$ cat config.mk
export PLATFORM = sky130hd
export DESIGN_NAME = and_tree_bist_ctrl
export DESIGN_NICKNAME = d
export VERILOG_FILES = /design/src/rtl/and_tree_bist_ctrl.sv
export SDC_FILE = /design/constraint.sdc
export NUM_CORES = 1
export LEC_CHECK = 0
export CELL_PAD_IN_SITES_DETAIL_PLACEMENT = 0
export CELL_PAD_IN_SITES_GLOBAL_PLACEMENT = 1
export CORE_MARGIN = 3
export CORE_UTILIZATION = 44
export DETAILED_ROUTE_END_ITERATION = 12
export PLACE_DENSITY = 0.95
export REMOVE_ABC_BUFFERS = 1
export SLEW_MARGIN = 20
export SYNTH_ARGS = -nofsm -noshare
export SYNTH_HDL_FRONTEND = slang
export SYNTH_SLANG_ARGS = --single-unit
$ cat constraint.sdc
create_clock -name clk -period 3.8 [get_ports clk]
set_input_delay 0.76 -clock clk [delete_from_list [all_inputs] [get_ports clk]]
set_output_delay 0.76 -clock clk [all_outputs]
set_load 0.005 [all_outputs]
$ cat src/rtl/and_tree_bist_ctrl.sv
// rtl/and_tree_bist_ctrl.sv - BIST controller applying stuck-at patterns to an N-input AND tree
module and_tree_bist_ctrl #(
    parameter int N_IN   = 16,
    parameter int SETTLE = 1,
    localparam int P     = N_IN + 2,
    localparam int IW    = $clog2(P + 1)
) (
    input  logic            clk,
    input  logic            rst_n,
    input  logic            start,
    input  logic            abort,
    input  logic            stop_on_fail,
    input  logic            tree_out,
    output logic            test_mode,
    output logic [N_IN-1:0] tree_in,
    output logic            busy,
    output logic            done,
    output logic            pass,
    output logic [IW-1:0]   fail_count,
    output logic [IW-1:0]   first_fail_idx
);

    localparam int CW = $clog2(SETTLE + 2);
    localparam logic [IW-1:0] LAST_K  = IW'(P - 1);
    localparam logic [CW-1:0] CNT_MAX = CW'(SETTLE);

    typedef enum logic [1:0] {IDLE, RUN, DONE} state_t;

    state_t          state, state_n;
    logic [IW-1:0]   k, k_n;
    logic [CW-1:0]   cnt, cnt_n;
    logic            sof, sof_n;
    logic            test_mode_n, busy_n, done_n, pass_n;
    logic [N_IN-1:0] tree_in_n;
    logic [IW-1:0]   fail_count_n, first_fail_idx_n;
    logic            mismatch;

    // Index 0 is all ones, 1..N_IN clear bit idx-1, N_IN+1 is all zeros.
    function automatic logic [N_IN-1:0] pattern(input logic [IW-1:0] idx);
        logic [N_IN-1:0] p;
        for (int i = 0; i < N_IN; i++) begin
            p[i] = (idx != IW'(i + 1)) && (idx != IW'(N_IN + 1));
        end
        return p;
    endfunction

    always_comb begin
        state_n          = state;
        k_n              = k;
        cnt_n            = cnt;
        sof_n            = sof;
        test_mode_n      = test_mode;
        tree_in_n        = tree_in;
        busy_n           = busy;
        done_n           = done;
        pass_n           = pass;
        fail_count_n     = fail_count;
        first_fail_idx_n = first_fail_idx;
        mismatch         = (tree_out != (k == '0));

        if (state != IDLE && abort) begin
            state_n          = IDLE;
            k_n              = '0;
            cnt_n            = '0;
            sof_n            = 1'b0;
            test_mode_n      = 1'b0;
            tree_in_n        = '0;
            busy_n           = 1'b0;
            done_n           = 1'b0;
            pass_n           = 1'b0;
            fail_count_n     = '0;
            first_fail_idx_n = '0;
        end else if (state != RUN && start && !abort) begin
            state_n          = RUN;
            k_n              = '0;
            cnt_n            = '0;
            sof_n            = stop_on_fail;
            test_mode_n      = 1'b1;
            tree_in_n        = pattern('0);
            busy_n           = 1'b1;
            done_n           = 1'b0;
            pass_n           = 1'b0;
            fail_count_n     = '0;
            first_fail_idx_n = '0;
        end else if (state == RUN) begin
            if (cnt == CNT_MAX) begin
                if (mismatch) begin
                    fail_count_n = fail_count + 1'b1;
                    if (fail_count == '0) begin
                        first_fail_idx_n = k;
                    end
                end
                if (k == LAST_K || (mismatch && sof)) begin
                    state_n     = DONE;
                    test_mode_n = 1'b0;
                    tree_in_n   = '0;
                    busy_n      = 1'b0;
                    done_n      = 1'b1;
                    pass_n      = (fail_count_n == '0);
                end else begin
                    k_n       = k + 1'b1;
                    cnt_n     = '0;
                    tree_in_n = pattern(k + 1'b1);
                end
            end else begin
                cnt_n = cnt + 1'b1;
            end
        end
    end

    always_ff @(posedge clk or negedge rst_n) begin
        if (!rst_n) begin
            state          <= IDLE;
            k              <= '0;
            cnt            <= '0;
            sof            <= 1'b0;
            test_mode      <= 1'b0;
            tree_in        <= '0;
            busy           <= 1'b0;
            done           <= 1'b0;
            pass           <= 1'b0;
            fail_count     <= '0;
            first_fail_idx <= '0;
        end else begin
            state          <= state_n;
            k              <= k_n;
            cnt            <= cnt_n;
            sof            <= sof_n;
            test_mode      <= test_mode_n;
            tree_in        <= tree_in_n;
            busy           <= busy_n;
            done           <= done_n;
            pass           <= pass_n;
            fail_count     <= fail_count_n;
            first_fail_idx <= first_fail_idx_n;
        end
    end

endmodule

==> flow_summary.ini, run 1 <==
[status]
outcome = complete, no violations

[die]
rows = 23
io_pins = 36
die_area_sq_um = 5420
initial_core_util_pct = 47.9
core_area_sq_um = 4200
die_x_um = 73.6
die_height_um = 73.6

[setup_path]
cp_max_fo = 15
crit_type = flip-flop to flip-flop
crit_arrival_ns = 3.06
startpoint_type = flip-flop
critPathRequiredTime_ns = 4.02
setup.worst_path.end_class = flip-flop

[clock_tree]
clkTransAtPathRegs_ns = 0.07
insertion_delay_ns = 0.29
hold_buffers = 0
cts.path.max_buffers = 2
post-cts-setup-buffer-count = 0
numCtsBuffers = 5
cts-htree-levels = 2
cts_root_buf = clkbuf_8
cts_resized = 0
clock-sinks = 37
cts_tree = done

[detailed_routing]
dr_total_vias = 1661
wire_per_inst_um = 16.5
avgViaCountPerCell = 6.00
initialDrtViolationCount = 163
postRouteAntennaNets = 0
drt_wl_total_um = 4560
firstDrtPassIters = 5
route.detailed.drc = 0

[timing]
worst_pin_slew_ns = 0.873
max_freq_mhz = 352
clock_skew_ns = 0.00461
period_share_pct = 74.7
setup_viol_count_final = 0
final.setup.tns_ns = 0
holdWs_ns = 0.506
setup_slack_ns = 0.963
grt_setup_unrepaired = no
relSlewSlack_pct = 41.8
hold_viol_final = 0
min_period_ns = 2.84
finalMaxSlewViolations = 0

[synthesis]
synth_edf_count = 0
ys_ff_latch = 37
yosysWarningCount = 0
synth_top_area_share_pct = 46.0
syn-cell-area_sq_um = 2010
synthSimpleGateAreaFrac_pct = 17.0
netlist_instances = 191
synth_most_common_cell = dfrtp_1
synth-compound-area-share_pct = 24.3
ys_seq_area_share_pct = 46.0
ys.flop_type = dfrtp_1
synth_top_family_by_area = compound AO/OA/AOI/OAI gates
async_flop_share_pct = 100
muxShareOfSynthArea_pct = 1.06
synth_area_leaders = dfrtp_1, a221o_1, ha_1, a22o_1, nand3_1
yosysUniqueCellTypes = 43
syn_area_per_cell_sq_um = 10.5
yosys.area_share.adder_pct = 4.98
synth_top_area_cell = dfrtp_1
synthTopCellsByCount = dfrtp_1, nand2_1, a221o_1
synth-xor-area-share_pct = 2.55

[place]
placed_area_sq_um = 2390
globalplace.congestion = 0.840
dpl.cell_count = 269
dp_hpwl_um = 3200
io_buffers = 35
post-place-ws_ns = 0.865

[final_layout]
finish.instance_area_sq_um = 2500
register_area_sq_um = 926
multi_input_area_sq_um = 1000
layout.nets = 240
diodes = 0
areaGrowthSynthToFinish_pct = 24.4
final_core_util_pct = 59.6
final_cells = 277
drive_gt1_share_pct = 7.05
fillers = 371

[power_and_ir_drop]
finalPower_mw = 1.68
powerDensity_nw_per_um2 = 670
comb_power_share_pct = 42.7
p_leak_nw = 1.05
power.internal_mw = 1.11
p_clk_share_pct = 20.9
switching_share_pct = 33.8
pwr-share-seq_pct = 36.4
power.switching_mw = 0.567
ir_drop_v = 0.000314

[global_routing]
grt_usage_pct = 18.8
grt_pass1_vias = 1585
overflow = 0
antenna_found_initial = 0
grt_pass1_wl_um = 7900
grt_max_degree = 38

[flow_run]
maxCapViolations = 0

[min_path]
hold_class = flip-flop to flip-flop
[power groups by stage]
stage / Clock (mW) / Sequential [mW] / Combinational [mW]
finish: 0.351 / 0.610 / 0.717
global route: 0.377 / 0.629 / 0.795
floorplan: 0 / 0.606 / 0.380
CTS: 0.360 / 0.610 / 0.721
detailed placement: 0 / 0.614 / 0.716
global placement: 0 / 0.616 / 0.699
[cell usage in the layout, fill, tap and decap left out, types with 3 or more instances in the layout]
master           synthesis  layout
inv_1                    6       6
o21bai_1                 3       3
a221o_1                 15      15
and2_1                   4       4
nor2_1                  11      11
a21oi_1                  7       7
clkdlybuf4s50_1          0      35
nand4_1                  3       3
clkbuf_8                 0       6
o21ai_1                  3       3
dfrtp_1                 37      37
nand2b_1                 4       4
a22o_1                   8       8
nand3_1                 12      12
xor2_1                   4       4
ha_1                     8       8
buf_4                    1       3
nand2_1                 16      16
nor2b_1                  5       5
nor3_1                   5       5
o21ai_0                  3       3
[state kept, by name, indices dropped and copies added, names as in the netlist]
| name | cells |
|---|---|
| pass | 1 |
| done | 1 |
| tree_in | 16 |
| k | 5 |
| cnt | 2 |
| sof | 1 |
| first_fail_idx | 5 |
| state | 1 |
| fail_count | 5 |
[routing by layer]
layer / global-route usage [%] / vias up / share of wire, %
met5: 0 / - / 0
met4: 6.64 / 0 / 1.5
met3: 3.83 / 6 / 4.6
met2: 26.5 / 46 / 45
met1: 28.4 / 826 / 49
li1: - / 783 / -
[final cells by class]
class                           count  share of cell area, %
Clock inverter                      1                   1.20
Timing Repair Buffer               38                   14.9
Sequential cell                    37                   37.0
Tap cell                           50                   2.50
Inverter                            6                  0.900
Multi-Input combinational cell    138                   40.1
Clock buffer                        7                   3.45
[cell families (layout without fill, tap and decap cells)]
group	Yosys count	count (layout)
XOR/XNOR	5	5
multiplexers	2	2
flip-flops	37	37
buffers and inverters	16	52
AO/OA/AOI/OAI	57	57
adder cells (fa/ha/maj)	8	8
AND/OR/NAND/NOR	66	66
[critical path, stage by stage, from the launching register on]
cell and delay, ns:
dfrtp_1 0.49, inv_1 0.16, ha_1 0.16, nor4b_2 0.24, xor2_1 0.31, a21o_2 0.36, a2111oi_4 0.77, a221o_1 0.29
[path summary, 6_finish.rpt]
path                                     end  cells after the start               from  slack (ns)
max                              tree_in[10]                      7               k[0]        0.96
min                        first_fail_idx[0]                      1  first_fail_idx[0]        0.51
max reg2reg                      tree_in[10]                      7               k[0]        0.96
min reg2reg                first_fail_idx[0]                      1  first_fail_idx[0]        0.51
max in group asynchronous      fail_count[3]                      2              rst_n        2.58
min in group asynchronous      fail_count[2]                      2              rst_n        0.89
(Power assumes the default switching activity.)
==> run 2, diff against run 1 <==
CORE_UTILIZATION = 37   (was 44)
PLACE_DENSITY = 0.88   (was 0.95)
clock period = 2.51 ns   (was 3.8 ns; I/O delays follow)
==> run 2 against run 1 <==
Net effect:
- clock power grew 53%
- critical path depth unchanged
- setup slack worse by 0.68 ns
- clock skew increased by 0.0053 ns
- non-clock buffer count is 6 higher
- sequential share of layout area fell by 1.0 points
- global-route usage fell by 3.0 points
- final area increased by 2.8%
- sequential cell count stayed put
- register-to-register slack got worse by 0.68 ns
- cell count grew 9.4%
- total power grew 53%
- largest cell class unchanged
==> flow_summary.ini, run 2 (synthesis results as in run 1) <==
[clock_tree]
hold_buffers = 0
insertion_delay_ns = 0.29
post-cts-setup-buffer-count = 0
clkTransAtPathRegs_ns = 0.08
cts_tree = done
cts.path.max_buffers = 2
clock-sinks = 37
numCtsBuffers = 5
cts_resized = 0
cts-htree-levels = 2
cts_root_buf = clkbuf_8

[setup_path]
reg2reg_from = k[0]
timing.rr.end = tree_in[15]
setup.worst_path.end_class = flip-flop
rr_worst_depth = 7
critPathRequiredTime_ns = 2.73
startpoint_type = flip-flop
crit_type = flip-flop to flip-flop
cp_max_fo = 15
crit_arrival_ns = 2.45
reg2reg_slack_ns = 0.28

[timing]
relSlewSlack_pct = 44.5
setup_slack_ns = 0.283
final.setup.tns_ns = 0
max_freq_mhz = 449
period_share_pct = 88.7
worst_pin_slew_ns = 0.832
setup_viol_count_final = 0
grt_setup_unrepaired = no
hold_viol_final = 0
clock_skew_ns = 0.00993
min_period_ns = 2.23
finalMaxSlewViolations = 0

[power_and_ir_drop]
ir_drop_v = 0.000426
finalPower_mw = 2.57
powerDensity_nw_per_um2 = 998
p_leak_nw = 1.08

[final_layout]
fillers = 496
regMostFlops = tree_in
drive_gt1_share_pct = 10.7
diodes = 0
layout.nets = 246
mostFrequentLayoutCells = dfrtp_1, clkdlybuf4s50_1, nand2_1
areaGrowthSynthToFinish_pct = 28.0
largest_reg_flops = 16
final_core_util_pct = 49.8
final_common_cell = dfrtp_1

[die]
rows = 26
initial_core_util_pct = 38.9
io_pins = 36
die_height_um = 79.7
die_area_sq_um = 6360
core_area_sq_um = 5170
die_x_um = 79.7

[place]
io_buffers = 35
post-place-ws_ns = 0.221
dp_hpwl_um = 3170
globalplace.congestion = 0.821

[detailed_routing]
firstDrtPassIters = 4
initialDrtViolationCount = 98
route.detailed.drc = 0
avgViaCountPerCell = 5.38
postRouteAntennaNets = 0
dr_total_vias = 1629
wire_per_inst_um = 14.8
drt_wl_total_um = 4480

[global_routing]
grt_usage_pct = 15.9
grt_pass1_wl_um = 8000
overflow = 0
grt_max_degree = 38
grt_pass1_vias = 1662
antenna_found_initial = 0

[min_path]
hold_class = input pin to asynchronous set/reset pin

[status]
outcome = complete, no violations

[flow_run]
maxCapViolations = 0
-- run 2: cell types whose count changed in the layout (fill, tap and decap cells not counted), sizes merged --
cell	delta
buf	+7
clkbuf	-1
clkdlybuf4s50	-1
clkinvlp	+1
-- run 2: report_power, final --
group	switching, mW	internal (mW)
combinational	0.501	0.623
sequential	0.138	0.772
clock	0.214	0.323
total	0.853	1.72
-- run 2: through the flow --
stage | hold WS, ns | std cells | instance area, sq um
after detailed placement | 0.486 | 295 | 2450
final | 0.306 | 303 | 2570
after floorplan | 0.206 | 181 | 1950
after CTS | 0.352 | 303 | 2570
after global routing | 0.362 | 303 | 2570
after global placement | 0.488 | 295 | 2450
-- run 2: metal layers --
metal	vias to the layer above	GRT usage, %	wire (um)
li1	802	-	-
met1	776	22.9	2210
met2	44	24.0	1970
met3	7	3.39	233
met4	0	4.56	60
met5	-	0	0
-- run 2: how the worst max path moves through the flow --
stage | end | from | depth (start not counted)
global route | tree_in[7] | k[0] | 7
CTS | tree_in[15] | k[0] | 7
floorplan | tree_in[10] | k[0] | 7
global placement | k[0] | abort | 6
finish | tree_in[15] | k[0] | 7
detailed placement | k[0] | abort | 6
-- run 2: cell type report --
class / count / area [sq um] / area share, %
multi-input cells: 138 / 1010 / 39.1
flip-flops and latches: 37 / 926 / 36.0
repair buffers: 44 / 413 / 16.0
well taps: 70 / 87.6 / 3.40
clock buffers: 6 / 82.6 / 3.21
clock inverters: 2 / 37.5 / 1.46
inverters: 6 / 22.5 / 0.875
-- run 2: critical path, cell delays in order, from the launching register on --
cell and delay (ns):
dfrtp_1 0.46, ha_1 0.39, nor3_1 0.11, a41o_1 0.26, and2_4 0.18, a2111oi_4 0.33, buf_4 0.26, a221o_1 0.17
